--- config.mk ---
export PLATFORM = sky130hd
export DESIGN_NAME = debounce_edge_det
export DESIGN_NICKNAME = d
export VERILOG_FILES = /design/src/rtl/debounce_edge_det_pkg.sv /design/src/rtl/debounce_edge_det_sync_chain.sv /design/src/rtl/debounce_edge_det.sv
export SDC_FILE = /design/constraint.sdc
export NUM_CORES = 1
export LEC_CHECK = 0
export ABC_AREA = 1
export BUFFER_PORTS_ARGS = -buffer_cell sky130_fd_sc_hd__buf_2
export CORE_MARGIN = 2
export CORE_UTILIZATION = 50
export CTS_BUF_LIST = sky130_fd_sc_hd__clkbuf_4
export CTS_CLUSTER_DIAMETER = 150
export DETAILED_ROUTE_END_ITERATION = 10
export PLACE_DENSITY = 0.78
export SYNTH_ARGS = -nofsm -noshare
export SYNTH_HDL_FRONTEND = slang
export SYNTH_SLANG_ARGS = --single-unit
export TNS_END_PERCENT = 100
--- constraint.sdc ---
create_clock -name clk -period 1.1 [get_ports clk]
set_input_delay 0.055 -clock clk [delete_from_list [all_inputs] [get_ports clk]]
set_output_delay 0.055 -clock clk [all_outputs]
set_load 0.005 [all_outputs]
--- src/rtl/debounce_edge_det_pkg.sv ---
// Shared types and defaults for the debounce / edge-detect stage.
// State encodings double as output decode: bit0 = busy, bit1 = level.
package debounce_edge_det_pkg;

  typedef logic [1:0] state_t;

  localparam state_t STABLE_LOW  = 2'd0;
  localparam state_t CHECK_HIGH  = 2'd1;
  localparam state_t STABLE_HIGH = 2'd2;
  localparam state_t CHECK_LOW   = 2'd3;

  localparam int DEF_SYNC_STAGES     = 2;
  localparam int DEF_DEBOUNCE_CYCLES = 4;
  localparam int DEF_CNT_W           = 3;
  localparam int DEF_GLITCH_W        = 8;

  function automatic logic is_check(state_t st);
    return st[0];
  endfunction

  function automatic logic level_of(state_t st);
    return st[1];
  endfunction

endpackage

--- src/rtl/debounce_edge_det_sync_chain.sv ---
// Parameterised reset-to-zero flop chain for asynchronous inputs.
// q is d delayed by SYNC_STAGES rising edges.
module sync_chain #(
  parameter int SYNC_STAGES = 2
) (
  input  logic clk,
  input  logic reset_n,
  input  logic d,
  output logic q
);

  logic [SYNC_STAGES-1:0] r;

  // shift d through the chain, clearing on reset
  always_ff @(posedge clk or negedge reset_n) begin
    if (!reset_n) r <= '0;
    else          r <= {r[SYNC_STAGES-2:0], d};
  end

  assign q = r[SYNC_STAGES-1];

endmodule

--- src/rtl/debounce_edge_det.sv ---
// Synchronise, debounce and edge-detect one bit.
// Aborted checks are tallied in a saturating glitch counter.
module debounce_edge_det
  import debounce_edge_det_pkg::*;
#(
  parameter int SYNC_STAGES     = DEF_SYNC_STAGES,
  parameter int DEBOUNCE_CYCLES = DEF_DEBOUNCE_CYCLES,
  parameter int CNT_W           = DEF_CNT_W,
  parameter int GLITCH_W        = DEF_GLITCH_W
) (
  input  logic                clk,
  input  logic                reset_n,
  input  logic                i_input,
  output logic                o_output,
  output logic                o_rise,
  output logic                o_fall,
  output logic                o_busy,
  output logic [GLITCH_W-1:0] o_glitch_cnt
);

  localparam logic [CNT_W-1:0] LAST = CNT_W'(DEBOUNCE_CYCLES - 1);
  localparam logic [CNT_W-1:0] ONE  = CNT_W'(1);

  logic                s;
  state_t              state;
  state_t              state_n;
  logic [CNT_W-1:0]    cnt;
  logic [CNT_W-1:0]    cnt_n;
  logic                rise_n;
  logic                fall_n;
  logic                abort;
  logic                rise;
  logic                fall;
  logic [GLITCH_W-1:0] glitch;

  sync_chain #(
    .SYNC_STAGES(SYNC_STAGES)
  ) u_sync (
    .clk    (clk),
    .reset_n(reset_n),
    .d      (i_input),
    .q      (s)
  );

  // next-state: enter a check on a change, commit or abort it
  always_comb begin
    state_n = state;
    cnt_n   = cnt;
    rise_n  = 1'b0;
    fall_n  = 1'b0;
    abort   = 1'b0;
    unique case (state)
      STABLE_LOW: begin
        if (s) begin
          state_n = CHECK_HIGH;
          cnt_n   = ONE;
        end
      end
      STABLE_HIGH: begin
        if (!s) begin
          state_n = CHECK_LOW;
          cnt_n   = ONE;
        end
      end
      CHECK_HIGH: begin
        if (!s) begin
          state_n = STABLE_LOW;
          cnt_n   = '0;
          abort   = 1'b1;
        end else if (cnt == LAST) begin
          state_n = STABLE_HIGH;
          cnt_n   = '0;
          rise_n  = 1'b1;
        end else begin
          cnt_n = cnt + ONE;
        end
      end
      CHECK_LOW: begin
        if (s) begin
          state_n = STABLE_HIGH;
          cnt_n   = '0;
          abort   = 1'b1;
        end else if (cnt == LAST) begin
          state_n = STABLE_LOW;
          cnt_n   = '0;
          fall_n  = 1'b1;
        end else begin
          cnt_n = cnt + ONE;
        end
      end
      default: begin
        state_n = STABLE_LOW;
        cnt_n   = '0;
      end
    endcase
  end

  // FSM, counter and pulse registers
  always_ff @(posedge clk or negedge reset_n) begin
    if (!reset_n) begin
      state <= STABLE_LOW;
      cnt   <= '0;
      rise  <= 1'b0;
      fall  <= 1'b0;
    end else begin
      state <= state_n;
      cnt   <= cnt_n;
      rise  <= rise_n;
      fall  <= fall_n;
    end
  end

  // saturating count of aborted checks
  always_ff @(posedge clk or negedge reset_n) begin
    if (!reset_n)
      glitch <= '0;
    else if (abort && (glitch != '1))
      glitch <= glitch + GLITCH_W'(1);
  end

  assign o_output     = level_of(state);
  assign o_busy       = is_check(state);
  assign o_rise       = rise;
  assign o_fall       = fall;
  assign o_glitch_cnt = glitch;

endmodule
; Word level (Yosys, flattened, before mapping)
; Index checks and enable logic that the tools add are counted.
[op_classes]
add_sub_neg = 2
n_mul = 0
div = 0
order_cmp = 0
eq_ne = 9
n_shift = 0
muxes = 21
bitwise_logic = 0
n_reduce_logical = 4
[ops]
columns = op, n
row1 = $mux 3, 5
row2 = $mux 2, 6
row3 = $pmux 3 s4, 1
row4 = $add 8x1->8 const B, 1
row5 = $ne 8x8->1 const B, 1
row6 = $pmux 2 s4, 1
row7 = $mux 1, 7
row8 = $eq 2x2->1 const B, 2
row9 = $reduce_and 4->1, 1
row10 = $add 3x1->3 const B, 1
row11 = $eq 3x2->1 const B, 1
row12 = $ne 3x2->1 const B, 1
row13 = $ne 3x3->1 const B, 1
row14 = $eq 2x1->1 const B, 1
row15 = $logic_not 2->1, 1
row16 = $ne 2x1->1 const B, 1
row17 = $ne 2x2->1 const B, 1
row18 = $pmux 1 s2, 1
row19 = $reduce_and 2->1, 1
row20 = $logic_and 1x1->1, 1
[totals]
reg_bits = 17
latch_bits = 0
ram_bits = 0
rom_bits = 0
output_inout_bits = 12
wordCells = 42
mem_count = 0

; Longest topological paths before layout
; Gate-level depths: netlist of the first run.
[logic_depth]
word_depth = 4
ltp_mapped = 8

; Modules after synthesis
; A second synthesis of the first run with hierarchy kept.
[unflattened]
cells_unflattened = 104
hier_area_um2 = 828.3
[modules_own_cells]
columns = mod, n_inst, cells_each, area_each_um2, seq_area_each_um2
row1 = debounce_edge_det, 1, 102, 778.2, 375.4
row2 = sync_chain, 1, 2, 50.0, 50.0

; Least setup slack after synthesis of the first run
; OpenSTA, ideal clock, no wires.
[synth_timing]
kind = register to register
from = reg glitch[0], in the netlist o_glitch_cnt[0]
to = reg glitch[2], in the netlist o_glitch_cnt[2]
setup_ps = 127
t_arrival_ps = 1064
required_ps = 973
setup_slack_ps = -91
stages_incl_launch_ff = 8
synth_period_minus_slack_ps = 1191
cell_sequence = dfrtp_1 > ha_1 > nand3_2 > clkinv_1 > nand2_2 > nand2_4 > nand2_1 > o21ai_0
[synth_between]
elab_chain_len = 2
word_cells_on_any_way = 3
cone_classes = 1 x add/sub / 1 x eq/ne / 1 x reduce/logical
[synth_rtl]
columns = element, line
row1 = "start, declared", debounce_edge_det.sv:34  ; logic [GLITCH_W-1:0] glitch;
row2 = "start signal, assigned", debounce_edge_det.sv:118  ; glitch <= glitch + GLITCH_W'(1);
row3 = branches (longest 2 deep; another with $add 8x1->8), --
; Parallel ways; which one is timed is not known.
; A chain may end at the register's enable or synchronous reset.

; Final worst setup path of the first run
[layout_timing]
from = reg glitch[0], in the netlist o_glitch_cnt[0]
to = reg glitch[5], in the netlist o_glitch_cnt[5]
; The elaborated chain is that of the path after synthesis.

==> impl_metrics.yaml, run 1 <==
setup_path:
  r2r_setup_slack_ns: -0.10
  cp.required_ns: 1.29
  cp_max_fo: 4
  max_stage_delay_ns: 0.42
  start_kind: "flip-flop"
  reg2reg_from: "o_glitch_cnt[0]"
  cp-end-kind: "flip-flop"
  crit_chain: "buf_6 > nand3_1 > o21ai_0 > nand2_1 > nand2_2 > nand2_2"
  r2r_cells: 6
  slowest_stage: "dfrtp_1"
  path_common_cell: "nand2_2"
  crit_family: "flip-flops"
  cp.arrival_ns: 1.39
  crit_type: "reg -> reg"
  r2r_end: "o_glitch_cnt[5]"
  crit_buf_inv: 1
route:
  first_iter_violations: 17
  drc: 0
  num_vias: 799
  wl_microns: 1940
  first_pass_iters: 4
  routedWlPerCell_microns: 12.8
  ant_nets: 0
  vias_per_cell: 5.26
synthesis:
  synth_top_area_cell: "dfrtp_1"
  syn-instance-count: 104
  synth-warning-count: 0
  synth_cell_type_count: 16
  synth.yosys.seq_area_share: 0.514
  synth.top_cells.by_area: "dfrtp_1, nand2_1, inv_1, nand3_1, nor2_1"
  syn-cell-area_sq_um: 828
  syn_nets: 109
  synth_top_area_frac: 0.514
  synth-seq-cells: 17
  postSynthAreaPerCell_sq_um: 7.96
sta:
  finalHoldViolCount: 0
  fin_ws_ns: -0.100
  hold_slack_ns: 0.199
  rsz0062_at_grt: "true"
  clock_skew_ns: 0.000687
  max_freq_mhz: 833
  maxSlewHeadroom: 0.757
  setup_violations: 11
  post-route-period-util: 1.09
  worst_slew_pin_slew_ns: 0.364
  report.final.slew_viol_count: 0
  min_period_ns: 1.20
die:
  start_util: 0.544
  num_io_pins: 15
  rows: 14
  dieHeight_microns: 44.7
  core-area_sq_um: 1520
  die_area_sq_um: 2000
  die_x_microns: 44.7
cells_and_area:
  layout.cells.non_filler: 152
  finalNetCount: 142
  area_delta_synth_final_pct: 40.6
  diodes: 0
  drive_above_1_share: 0.434
power_and_ir_drop:
  irDropWorstVdd_mv: 1.27
  seq_power_share: 0.377
  swShare: 0.408
  p_leak_nw: 0.597
  p_switching_mw: 1.01
  p_clk_frac: 0.136
  power_density_nw_per_um2: 2120
  combinationalPowerShare: 0.487
  p_int_mw: 1.46
placed_design:
  place_inst: 143
  gp_congestion: 0.762
  io_buffers: 14
  dp_hpwl_microns: 1280
grt:
  grt_overflow: 0
  grt_max_degree: 18
  antenna_found_initial: 0
  grt_pass1_wl_microns: 3080
  grt.total_usage: 0.217
  grt_pass1_vias: 728
min_path:
  min_path_type: "in -> async"
run:
  max-cap-violations: 0
clocking:
  cts_max_path_buffers: 2
  clkLatencyLatePin_ns: 0.29
  clkTransAtPathRegs_ns: 0.10
  numCtsBuffers: 3
  cts.sinks: 17
  root_buffer: "clkbuf_4"
  cts_tree: "done"
  htreeDepth: 1
run_status:
  violations: "negative setup slack"
  status: "finished, violations left"
==> sequential cells by signal, indices dropped and copies added, names as in the netlist, named ones only <==
register      count
cnt               3
o_glitch_cnt      8
o_fall            1
u_sync.r          2
o_rise            1
state             1
==> layout make-up <==
type | instances | area [sq um]
flip-flops and latches | 17 | 427
inverters | 17 | 73.8
clock buffers | 3 | 22.5
multi-input cells | 71 | 433
fillers | 95 | 359
clock inverters | 1 | 5.00
well taps | 16 | 20.0
repair buffers | 27 | 184
==> worst max path at each step <==
stage          depth (start not counted)  slack (ns)               to       startpoint
2_1_floorplan                          8       -0.05  o_glitch_cnt[3]  o_glitch_cnt[0]
3_3_place_gp                           8       -0.05        flip-flop           cnt[0]
3_5_place_dp                           8       -0.10        flip-flop           cnt[0]
4_1_cts                                7       -0.07  o_glitch_cnt[2]  o_glitch_cnt[0]
5_1_grt                                8       -0.15         state[0]           cnt[0]
6_report                               6       -0.10  o_glitch_cnt[5]  o_glitch_cnt[0]
==> placed cells by master, fill, tap and decap left out, drive strengths merged, types with 2 or more instances in the layout <==
| master | netlist | routed |
|---|---|---|
| clkbuf | 0 | 3 |
| ha | 2 | 2 |
| nand4 | 2 | 2 |
| dfrtp | 17 | 17 |
| clkinv | 1 | 2 |
| xnor2 | 2 | 2 |
| inv | 16 | 16 |
| nor2 | 9 | 9 |
| dlygate4sd3 | 0 | 2 |
| nand3 | 8 | 8 |
| nand2 | 39 | 40 |
| o21ai | 6 | 6 |
| buf | 0 | 25 |
==> synthesized netlist by cell type <==
cell	number
nand2_1	37
dfrtp_1	17
inv_1	15
nor2_1	9
nand3_1	7
o21ai_0	6
ha_1	2
nand4_1	2
xnor2_1	2
a21boi_0	1
clkinv_1	1
inv_4	1
nand2_2	1
nand2_4	1
nand3_2	1
xor2_1	1
==> logic make-up (layout without fill, tap and decap cells) <==
logic type | Yosys count | in the layout | synth area share
simple gates | 58 | 59 | 0.299
flops | 17 | 17 | 0.514
buf+inv | 17 | 48 | 0.0801
compound gates | 7 | 7 | 0.0453
xor+xnor | 3 | 3 | 0.0317
fa+ha+maj | 2 | 2 | 0.0302
==> power by group through the flow <==
stage	sequential (mW)	clock, mW	combinational, mW
3_3_place_gp	0.896	0	0.842
2_1_floorplan	0.939	0	0.443
6_report	0.931	0.337	1.20
4_1_cts	0.895	0.343	0.960
3_5_place_dp	0.906	0	0.879
5_1_grt	0.958	0.368	1.32
==> per-layer routing <==
| metal | routed length [microns] | up-vias | GRT usage |
|---|---|---|---|
| met1 | 817 | 371 | 0.274 |
| met2 | 971 | 35 | 0.345 |
| met3 | 126 | 4 | 0.0600 |
| met4 | 27 | 0 | 0.103 |
| met5 | 0 | - | 0 |
| li1 | - | 389 | - |
==> through the flow <==
stage	TNS, ns	util	worst slack, ns	power [mW]	instance area [sq um]
2_1_floorplan	-0.333	-	-0.0468	1.38	832
3_3_place_gp	-0.165	0.649	-0.0545	1.74	990
3_5_place_dp	-0.678	0.649	-0.104	1.78	990
4_1_cts	-0.559	0.705	-0.0696	2.20	1070
5_1_grt	-1.55	0.764	-0.147	2.65	1160
6_report	-0.686	0.764	-0.100	2.47	1160
==> repair_timing <==
item,4_1_cts,5_1_grt
pin swaps,2,11
endpoints found under the hold margin,18,0
hold buffers,2,0
endpoints found under the setup margin,12,16
gates cloned,1,0
resized for setup,6,34
setup buffers,1,1
No activity file was read; power rests on OpenSTA's default activity.
==> run 2, diff against run 1 <==
--- a/config.mk
+++ b/config.mk
@@ -8,11 +8,11 @@
 export ABC_AREA = 1
 export BUFFER_PORTS_ARGS = -buffer_cell sky130_fd_sc_hd__buf_2
 export CORE_MARGIN = 2
-export CORE_UTILIZATION = 50
+export CORE_UTILIZATION = 56
 export CTS_BUF_LIST = sky130_fd_sc_hd__clkbuf_4
 export CTS_CLUSTER_DIAMETER = 150
 export DETAILED_ROUTE_END_ITERATION = 10
-export PLACE_DENSITY = 0.78
+export PLACE_DENSITY = 0.82
 export SYNTH_ARGS = -nofsm -noshare
 export SYNTH_HDL_FRONTEND = slang
 export SYNTH_SLANG_ARGS = --single-unit
==> constraint.sdc (replaced) <==
create_clock -name clk -period 1.3 [get_ports clk]
set_input_delay 0.065 -clock clk [delete_from_list [all_inputs] [get_ports clk]]
set_output_delay 0.065 -clock clk [all_outputs]
set_load 0.005 [all_outputs]
==> run 2 against run 1 <==
The run now ends clean. Non-clock buffer count decreased by 9. Clock skew rose by 0.0033 ns. First-iteration DRC count increased by 71%.
==> impl_metrics.yaml, run 2 (synthesis results as in run 1) <==
run_status:
  status: "finished clean"
clocking:
  clkTransAtPathRegs_ns: 0.10
  root_buffer: "clkbuf_4"
  cts_tree: "done"
  numCtsBuffers: 3
  cts_max_path_buffers: 2
  htreeDepth: 1
  cts.sinks: 17
  clkLatencyLatePin_ns: 0.29
setup_path:
  path_common_cell: "nand2_1"
  cp-end-kind: "flip-flop"
  r2r_cells: 8
  crit_chain: "ha_4 > nand3_2 > clkinv_1 > nand2_2 > nand2_4 > inv_4 > nand2_1 > nand2_1"
  start_kind: "flip-flop"
  worst-path-stages: 8
  crit_type: "reg -> reg"
  cp.required_ns: 1.54
  cp_max_fo: 9
  max_stage_delay_ns: 0.45
  cp.arrival_ns: 1.48
  slowest_stage: "dfrtp_2"
  crit_buf_inv: 2
  crit_family: "flip-flops"
route:
  wl_met3_microns: 114
  num_vias: 751
  wl_microns: 1690
  ant_nets: 0
  routedWlPerCell_microns: 12.0
  first_pass_iters: 4
  wl_met1_microns: 721
  met2_length_microns: 795
  vias_per_cell: 5.33
  highest_layer: "met4"
  first_iter_violations: 29
  drc: 0
run:
  max-cap-violations: 0
power_and_ir_drop:
  irDropWorstVdd_mv: 0.978
  p_leak_nw: 0.526
  power_mw: 1.77
  power_density_nw_per_um2: 1770
cells_and_area:
  nFillCells: 93
  drive_above_1_share: 0.214
  final_cell_mix: "nand2_1, dfrtp_1, inv_1"
  largest_reg_flops: 8
  multiInputGateArea_sq_um: 357
  finalNetCount: 132
  layout.cells.non_filler: 141
  final_common_cell: "nand2_1"
  regArea_sq_um: 427
  area_delta_synth_final_pct: 20.8
  diodes: 0
sta:
  hold_slack_ns: 0.206
  maxSlewHeadroom: 0.759
  clock_skew_ns: 0.00402
  finalHoldViolCount: 0
  max_freq_mhz: 808
  post-route-period-util: 0.952
  worst_slew_pin_slew_ns: 0.361
  report.final.slew_viol_count: 0
  setup_violations: 0
  min_period_ns: 1.24
  fin_ws_ns: 0.0620
die:
  die_x_microns: 42.5
  rows: 13
  dieHeight_microns: 42.5
  start_util: 0.621
  num_io_pins: 15
  core-area_sq_um: 1330
  die_area_sq_um: 1800
placed_design:
  dp_hpwl_microns: 1120
  place_ws_ns: 0.0625
  place_inst: 134
  gp_congestion: 0.773
  io_buffers: 14
grt:
  grt.total_usage: 0.204
  grt_overflow: 0
  grt_max_degree: 18
  antenna_found_initial: 0
  grt_pass1_vias: 691
  grt_pass1_wl_microns: 2770
min_path:
  min_path_type: "in -> async"
## run 2: final timing paths
path                       slack (ns)            start         endpoint
setup / recovery                 0.06  o_glitch_cnt[1]  o_glitch_cnt[7]
hold / removal                   0.21          reset_n           o_rise
setup reg to reg                 0.06  o_glitch_cnt[1]  o_glitch_cnt[7]
hold reg to reg                  0.36      u_sync.r[0]      u_sync.r[1]
max in group asynchronous        0.81          reset_n  o_glitch_cnt[1]
min in group clk                 0.36      u_sync.r[0]      u_sync.r[1]
## run 2: power breakdown
group	switching (mW)	internal, mW
clock	0.166	0.115
combinational	0.385	0.291
sequential	0.159	0.654
## run 2: layout make-up
class | instances | area share
timing repair buffer | 18 | 0.105
inverter | 17 | 0.0662
sequential | 17 | 0.426
multi-input combinational | 70 | 0.356
tap | 15 | 0.0188
clock buffer | 3 | 0.0225
clock inverter | 1 | 0.00500
## run 2: per-stage QoR
| stage | cell area, sq um | setup TNS, ns | utilization |
|---|---|---|---|
| 3_3_place_gp | 925 | 0 | 0.693 |
| 2_1_floorplan | 828 | 0 | - |
| 3_5_place_dp | 925 | 0 | 0.693 |
| 4_1_cts | 972 | 0 | 0.729 |
| 5_1_grt | 1000 | -0.0440 | 0.750 |
| 6_report | 1000 | 0 | 0.750 |
## run 2: per-layer routing
layer,GRT usage,vias up
met3,0.0388,6
met4,0.0750,0
met5,0,-
met1,0.267,353
li1,-,360
met2,0.332,32
## run 2: repair_timing
item                                    4_1_cts  5_1_grt
hold endpoints to repair                     18        0
buffers inserted                              0        1
gates resized for setup                       0        5
hold buffers                                  2        0
endpoints found under the setup margin        0       11
